### src/rtl/d_cache_dm.sv
// Direct-mapped, write-through, no-write-allocate data cache for the rv32i memory stage.
// Loads refill whole lines one beat at a time; stores always go to memory and update the line only on a hit.
`timescale 1ns/1ps

package rv32i_pkg;
  localparam int DPW = 32;
  localparam int ADW = 32;
endpackage

module d_cache_dm_lane (
  input  logic [7:0] cur,
  input  logic [7:0] wr,
  input  logic       en,
  output logic [7:0] q
);
  assign q = en ? wr : cur;
endmodule

module d_cache_dm
  import rv32i_pkg::*;
#(
  parameter int LineWords = 4,
  parameter int NumLines  = 16,
  parameter int CntWidth  = 16
) (
  input  logic                clk,
  input  logic                rst,
  input  logic                req_valid,
  input  logic                req_we,
  input  logic [DPW-1:0]      req_addr,
  input  logic [DPW-1:0]      req_wdata,
  input  logic [3:0]          req_be,
  input  logic                flush,
  output logic                stall,
  output logic                rsp_valid,
  output logic [DPW-1:0]      rsp_rdata,
  output logic                mem_req_valid,
  input  logic                mem_req_ready,
  output logic                mem_req_we,
  output logic [DPW-1:0]      mem_req_addr,
  output logic [DPW-1:0]      mem_req_wdata,
  output logic [3:0]          mem_req_be,
  input  logic                mem_rsp_valid,
  input  logic [DPW-1:0]      mem_rsp_rdata,
  output logic [CntWidth-1:0] hit_count,
  output logic [CntWidth-1:0] miss_count
);
  localparam int OW = $clog2(LineWords);
  localparam int IW = $clog2(NumLines);
  localparam int TW = DPW - 2 - OW - IW;

  typedef enum logic [2:0] {IDLE, REFILL_REQ, REFILL_WAIT, WRITE, DONE} state_t;
  state_t state, state_nxt;

  logic [NumLines-1:0] valid;
  logic [TW-1:0]       tags  [NumLines];
  logic [DPW-1:0]      lines [NumLines][LineWords];

  logic [OW-1:0] req_off;
  logic [IW-1:0] req_idx;
  logic [TW-1:0] req_tag;
  assign req_off = req_addr[OW+1:2];
  assign req_idx = req_addr[OW+IW+1:OW+2];
  assign req_tag = req_addr[DPW-1:OW+IW+2];

  logic unused;
  assign unused = ^req_addr[1:0];

  logic           hit;
  logic [DPW-1:0] hit_word, merged;
  assign hit      = valid[req_idx] && (tags[req_idx] == req_tag);
  assign hit_word = lines[req_idx][req_off];

  for (genvar b = 0; b < 4; b++) begin : g_lane
    d_cache_dm_lane u_lane (
      .cur(hit_word[8*b +: 8]),
      .wr (req_wdata[8*b +: 8]),
      .en (req_be[b]),
      .q  (merged[8*b +: 8])
    );
  end

  // Request held for the duration of a miss or a store; word address only.
  logic           cap_we;
  logic [DPW-3:0] cap_waddr;
  logic [DPW-1:0] cap_wdata;
  logic [3:0]     cap_be;
  logic [OW-1:0]  beat;
  logic [OW-1:0]  cap_off;
  logic [IW-1:0]  cap_idx;
  logic [TW-1:0]  cap_tag;
  assign cap_off = cap_waddr[OW-1:0];
  assign cap_idx = cap_waddr[OW+IW-1:OW];
  assign cap_tag = cap_waddr[DPW-3:OW+IW];

  logic idle, do_flush, do_req, ld_hit, ld_miss, st, last_beat, fill;
  assign idle      = (state == IDLE);
  assign do_flush  = idle && flush;
  assign do_req    = idle && !flush && req_valid;
  assign ld_hit    = do_req && !req_we && hit;
  assign ld_miss   = do_req && !req_we && !hit;
  assign st        = do_req && req_we;
  assign last_beat = (beat == OW'(LineWords - 1));
  assign fill      = (state == REFILL_WAIT) && mem_rsp_valid;

  always_ff @(posedge clk) begin
    if (rst) state <= IDLE;
    else     state <= state_nxt;
  end

  always_comb begin
    state_nxt     = state;
    stall         = 1'b1;
    mem_req_valid = 1'b0;
    mem_req_we    = 1'b0;
    mem_req_addr  = {cap_waddr, 2'b00};
    mem_req_wdata = cap_wdata;
    mem_req_be    = cap_be;
    case (state)
      IDLE: begin
        stall = flush || (req_valid && (req_we || !hit));
        if (ld_miss)  state_nxt = REFILL_REQ;
        else if (st)  state_nxt = WRITE;
      end
      REFILL_REQ: begin
        mem_req_valid = 1'b1;
        mem_req_addr  = {cap_tag, cap_idx, beat, 2'b00};
        mem_req_be    = 4'hF;
        if (mem_req_ready) state_nxt = REFILL_WAIT;
      end
      REFILL_WAIT: if (mem_rsp_valid) state_nxt = last_beat ? DONE : REFILL_REQ;
      WRITE: begin
        mem_req_valid = 1'b1;
        mem_req_we    = 1'b1;
        if (mem_req_ready) state_nxt = DONE;
      end
      DONE: begin
        stall     = 1'b0;
        state_nxt = IDLE;
      end
      default: state_nxt = IDLE;
    endcase
  end

  always_ff @(posedge clk) begin
    if (rst) begin
      valid      <= '0;
      beat       <= '0;
      rsp_valid  <= 1'b0;
      rsp_rdata  <= '0;
      hit_count  <= '0;
      miss_count <= '0;
    end else begin
      rsp_valid <= 1'b0;
      if (do_flush) valid <= '0;
      if (ld_hit) begin
        rsp_valid <= 1'b1;
        rsp_rdata <= hit_word;
        if (hit_count != '1) hit_count <= hit_count + 1'b1;
      end
      // Line is invalid while being refilled so a torn line can never hit.
      if (ld_miss) begin
        valid[req_idx] <= 1'b0;
        beat           <= '0;
        if (miss_count != '1) miss_count <= miss_count + 1'b1;
      end
      if (fill) begin
        if (last_beat) valid[cap_idx] <= 1'b1;
        else           beat <= beat + 1'b1;
      end
      if (state == DONE && !cap_we) begin
        rsp_valid <= 1'b1;
        rsp_rdata <= lines[cap_idx][cap_off];
      end
    end
  end

  always_ff @(posedge clk) begin
    if (ld_miss || st) begin
      cap_we    <= req_we;
      cap_waddr <= req_addr[DPW-1:2];
      cap_wdata <= req_wdata;
      cap_be    <= req_be;
    end
  end

  always_ff @(posedge clk) begin
    if (!rst) begin
      if (st && hit) lines[req_idx][req_off] <= merged;
      if (fill) begin
        lines[cap_idx][beat] <= mem_rsp_rdata;
        if (last_beat) tags[cap_idx] <= cap_tag;
      end
    end
  end
endmodule

### config.mk
export PLATFORM = sky130hd
export DESIGN_NAME = d_cache_dm
export DESIGN_NICKNAME = d
export VERILOG_FILES = /design/src/rtl/d_cache_dm.sv
export SDC_FILE = /design/constraint.sdc
export NUM_CORES = 2
export LEC_CHECK = 0
export ABC_CLOCK_PERIOD_IN_PS = 10200
export CAP_MARGIN = 20
export CELL_PAD_IN_SITES_DETAIL_PLACEMENT = 0
export CELL_PAD_IN_SITES_GLOBAL_PLACEMENT = 1
export CORE_ASPECT_RATIO = 0.5
export CORE_MARGIN = 10
export CORE_UTILIZATION = 42
export DETAILED_ROUTE_END_ITERATION = 7
export PLACE_DENSITY_LB_ADDON = 0.1
export REMOVE_ABC_BUFFERS = 1
export SETUP_SLACK_MARGIN = 0.15
export SYNTH_ARGS = -nofsm -noshare
export SYNTH_HDL_FRONTEND = slang
export SYNTH_SLANG_ARGS = --single-unit
### constraint.sdc
create_clock -name clk -period 10.2 [get_ports clk]
set_clock_uncertainty 0.15 [all_clocks]
set_input_delay 2.04 -clock clk [delete_from_list [all_inputs] [get_ports clk]]
set_output_delay 2.04 -clock clk [all_outputs]
set_load 0.01 [all_outputs]
### Word level (Yosys, flattened, before mapping)

Memory sizes are Yosys's and may differ from the RTL's. A register that Yosys moved wholly into a read port is not among the register bits.
Index checks and enable logic that the tools add are counted.

* register bits after elaboration: 153
* latch bits: 0
* memory bits (writable): 2432
* bits in read-only memories: 0
* output and inout bits: 136
* logic and storage cells: 132
* memories kept: 2

Memory list
* lines: words 16, bits a word 128, rd ports 2, clocked after Yosys merged registers in 1, wr ports 1, line 57 `logic [DPW-1:0] lines [NumLines][LineWords];`
* tags: words 16, bits a word 24, rd ports 1, clocked after Yosys merged registers in 0, wr ports 1, line 56 `logic [TW-1:0] tags [NumLines];`

* $add $sub $neg: 3
* $mul: 0
* div/mod/pow operators: 0
* order comparisons: 9
* eq/ne operators: 12
* shift operators: 0
* mux-type cells: 59
* bitwise logic cells: 6
* reductions and logical operators: 30

Operator list (count)
* $mux W128: 4
* $mux W32: 8
* $bmux W32 S2: 2
* $demux W32 S2: 2
* $reduce_or A128 Y1: 1
* $mux W16: 6
* $add A16 B1 Y16 const B: 2
* $mux W8: 4
* $ne A16 B16 Y1 const B: 2
* $eq A24 B24 Y1: 1
* $mux W3: 6
* $and A16 B16 Y16: 1
* $logic_and A1 B1 Y1: 16
* $mux W4: 4
* $not A16 Y16: 1
* $or A16 B16 Y16: 1
* $mux W1: 15
* $pmux W3 S4: 1
* $lt A4 B5 Y1 const B: 2
* $ge A3 B3 Y1 const B: 3
* $not A2 Y3: 3
* $demux W1 S4: 2
* $ge A4 B1 Y1 const B: 2
* $eq A3 B2 Y1 const B: 2
* 17 further kinds: 28

### Logic depth before layout (Yosys ltp)

* depth after elaboration: 11
* gate-level depth with buffers: 16

### Cells and area by module

A second synthesis with hierarchy kept.

* cell total of the unflattened synthesis: 5455
* area, all modules: 116878.3 µm²

Modules (own cells, without submodules)
* d_cache_dm: instances 1, cells an instance 5419, area each 116352.8 µm², sequential area each 76843.7 µm²
* d_cache_dm_lane: instances 4, cells an instance 9, area each 131.4 µm², sequential area each 0.0 µm²

### Worst setup path before layout

OpenSTA, ideal clock, no wires.

* path type: input to register
* start: in req_addr[5]
* end: mem lines[0][112] in the netlist's numbering (data pin)
* library setup time: 702 ps
* arrival time: 7114 ps
* setup slack: 2234 ps
* cell stages on the path: 13
* cell sequence: buf_2 buf_6 buf_6 buf_6 buf_4 clkbuf_1 clkbuf_1 buf_1 mux4_2 mux4_2 mux4_2 mux2i_1 o21ai_0

* word-level cells in the longest chain between the ends: 6

Ends and longest elaborated chain
* start, declared: line 30 `input logic [DPW-1:0] req_addr,`
* $mem_v2 Z16 W128
* $bmux W32 S2: line 72 `assign hit_word = lines[req_idx][req_off];`
* $mux W32 (implied by the code) (2 in a row): line 72
* $mux W8: line 16 `assign q = en ? wr : cur;`
* $mux W128 (no line)
* end, declared: line 57

No other way between the ends. The select of a mux whose other input is x is not followed.

### Worst setup path after layout

* start: in req_addr[4]
* end: out stall

* word-level cells in the longest chain between the ends: 8
* elaborated cells on any way between the ends: 10
* classes of those cells: eq/ne (1); mux (3); reduce/logical (5); memory (1)

Ends and longest elaborated chain
* $mem_v2 Z16 W24 or $bmux W1 S4 (tied branches)
* $eq A24 B24 Y1 or $mux W1 (tied branches): line 71 `assign hit = valid[req_idx] && (tags[req_idx] == req_tag);`
* $logic_and A1 B1 Y1 (*): line 71
* $logic_not A1 Y1 (*): line 121 `stall = flush || (req_valid && (req_we || !hit));`
* $logic_or A1 B1 Y1 (*): line 121
* $logic_and A1 B1 Y1 (*): line 121
* $logic_or A1 B1 Y1 (*): line 121
* $pmux W1 S2 (*): line 119 `case (state)`
* end, declared: line 34 `output logic stall,`

Mark *: on every way between the ends. The rest lies on a longest branch, timed or not. The select of a mux whose other input is x is not followed.

==> impl_metrics.csv <==
group,metric,value,unit
global_route,grt_antenna_before_repair,24,
power,power_density,175.9,mW/mm^2
synthesis,synth_xor_area_share,0.2111,%
timing,worst_slew_pin_slew,1.227,ns
synthesis,synth_compound_area_share,1.372,%
timing,rsz0062_at_grt,"no",
setup_path,crit_chain,"buf_8, nor2b_1, a22oi_1, and4b_1, a211oi_1, o2111ai_1, or4b_1, nor4_1, o221ai_1, clkdlybuf4s50_1",
synthesis,synthMuxAreaShare,28.75,%
die,io_pins,243,
route,vias_per_cell,6.675,
setup_path,cp_slowest_cell,"nor2b_1",
route,drc,0,
placed_design,dpl.hpwl,222700,um
synthesis,yosysWarnings,0,
timing,finalSetupViolCount,0,
global_route,overflow,0,
clock_network,hold_buffers,0,
clock_network,clkTransAtPathRegs,0.07,ns
status,outcome,"complete, no violations",
timing,fin_hold_ws,0.3203,ns
die,start_util,42.25,%
finish,final-seq-area,0.07686,mm^2
global_route,grt_max_degree,124,
clock_network,clockBufferDepth,4,
die,die_area,0.2993,mm^2
clock_network,cts_root_buffer,"clkbuf_16",
setup_path,critPathMaxStageDelay,0.87,ns
synthesis,avgSynthCellArea,21.82,um^2
placed_design,pre_cts_slack,1.219,ns
synthesis,synth_top_family_by_area,"multiplexers",
route,vias,63418,
placed_design,port_buffers,238,
setup_path,cp-start-kind,"input pin",
clock_network,cts_inserted_buffers,240,
setup_path,worstSetupEndpointType,"output port",
global_route,grt_pass1_vias,64760,
setup_path,cp_data_arrival_time,6.69,ns
die,die_h,391.9,um
synthesis,async_flop_share,0,%
setup_path,path_max_fanout,27,
route,post_drt_wl_per_cell,41.55,um
synthesis,synthAdderAreaFrac,0.06462,%
synthesis,synth-main-ff-cell,"edfxtp_1",
clock_network,post_cts_resized,0,
clock_network,cts_htree_levels,4,
clock_network,clock_latency,0.91,ns
timing,timing.final.max_slew_violations,0,
finish,multi_input_area,0.03844,mm^2
die,die-width,763.8,um
global_route,grt_first_pass_wirelength,537300,um
route,first_pass_iters,6,
finish,syn2layout_area_growth,14.45,%
finish,finalNonFillerCells,9501,
power,p_total,23380,uW
setup_path,crit_type,"in -> out",
synthesis,yosysUniqueCellTypes,74,
setup_path,crit_family,"simple AND/OR/NAND/NOR gates",
synthesis,synth_edf_count,2499,
synthesis,synth_seq_cells,2589,
power,peakVddDrop,0.1581,mV
run,cap_violations,0,
setup_path,cp_num_buf_inv,2,
route,ant_nets,0,
route,drt_iter0_drc,9348,
die,core,0.2750,mm^2
placed_design,place_congestion,0.7854,
finish,drive_gt1_share,37.68,%
timing,hold_viol,0,
clock_network,cts_tree,"built",
synthesis,synth-seq-area-share,66.15,%
finish,fillers,22182,
timing,slew_headroom,18.23,%
timing,finalCritPeriodShare,87.02,%
clock_network,cts_setup_buffers,0,
clock_network,clock_sinks,2589,
worst_hold_path,hp-class,"reg -> reg",
global_route,track_usage,26.02,%
timing,period_needed,8.876,ns
route,totalWireLength,394800,um
power,leakage,0.04058,uW
synthesis,syn-cell-area,0.1162,mm^2
finish,finish.utilization,48.35,%
placed_design,place_inst,9046,
synthesis,synthSimpleGateAreaFrac,1.806,%
setup_path,cp.required,8.01,ns
timing,fmax,0.1127,GHz
die,rows,136,
finish,fin_nets,5753,
timing,setup_ws,1.324,ns
synthesis,syn-instance-count,5325,
state kept, by name, summed over array words and instances (netlist names), 3 cells and up, named ones only:
name / flops
mem_req_wdata: 32
valid: 16
tags: 384
state: 3
miss_count: 16
hit_count: 16
rsp_rdata: 32
lines: 2048
cap_be: 4
cap_waddr: 30
metrics by stage:
step,TNS (ns),instance area [um^2]
floorplan,-408.50,114300
global placement,0,124800
global route,0,132900
finish,0,133000
detailed placement,0,125100
CTS,0,132800
worst reg2reg max path: stages (launching register included):
cell	delay, ns
edfxtp_1	0.37
mux4_2	0.47
mux2i_1	0.34
o22ai_1	0.13
or3_1	0.38
a21oi_1	0.21
o2111ai_1	0.36
nor3_4	0.28
buf_4	0.35
a22oi_2	0.13
buf_4	0.29
nor2_4	0.82
buf_4	0.64
synth_stat cells (28+ instances only):
library cell	number	share of area, %
edfxtp_1	2499	65
mux4_2	1417	27
clkbuf_1	250	0.81
nor2_1	185	0.60
mux2i_1	118	1.0
buf_1	112	0.36
dfxtp_1	90	1.6
nand2_1	81	0.26
o21ai_0	68	0.29
buf_4	37	0.24
nor3_1	36	0.16
a211oi_1	35	0.23
a21oi_1	35	0.15
buf_2	28	0.12
power breakdown:
part	switching (uW)	leakage, uW	total [uW]	internal, uW
combinational	1260	0.0136	2270	1010
sequential	60.4	0.0232	12000	11900
clock	4110	0.00377	9140	5030
layout by cell type, fill, tap and decap left out, drive strengths merged, types with 13 or more instances in the layout:
master         netlist  routed
a211oi              35      35
a21oi               35      35
a22oi               20      20
a31oi               13      13
buf                182     278
bufinv               0      20
clkbuf             251     322
clkdlybuf4s50        0     227
clkinv               0      86
dfxtp               90      90
edfxtp            2499    2499
inv                 20      24
mux2                27      27
mux2i              118     118
mux4              1417    1417
nand2               81      81
nand3               22      22
nand4               24      24
nor2               186     186
nor2b               19      19
nor3                37      37
nor4                13      13
o21ai               71      71
xnor2               13      13
xor2                15      15
cells by family after synthesis:
| kind of cell | Yosys count |
|---|---|
| other | 1 |
| and+or+nand+nor | 444 |
| AOI/OAI and AO/OA | 242 |
| xor gates and xnor gates | 28 |
| muxes | 1562 |
| DFF | 2589 |
| adders and majority gates | 6 |
| buffers and inverters | 453 |
layer usage:
layer | vias up | wire length, um | global-route usage (%)
li1 | 24053 | - | -
met1 | 35150 | 162500 | 37.91
met2 | 3635 | 174900 | 38.40
met3 | 568 | 45940 | 7.668
met4 | 12 | 11300 | 6.886
met5 | - | 84 | 0
final timing paths:
kind	startpoint	to	slack, ns	cells past startpoint
hold / removal	valid[6]	valid[6]	0.32	2
setup reg to reg	tags[8][4]	lines[1][116]	4.86	12
hold reg to reg	valid[6]	valid[6]	0.32	2
setup / recovery	req_addr[4]	stall	1.32	10
layout make-up:
cell class	count	share of cell area, %
Sequential cell	2589	57.81
Tap cell	3657	3.441
Clock buffer	322	4.977
Antenna cell	8	0.01506
Clock inverter	116	0.7999
Inverter	20	0.05646
Timing Repair Buffer	505	3.992
Multi-Input combinational cell	2284	28.91
Power figures use the tool's default switching activity.
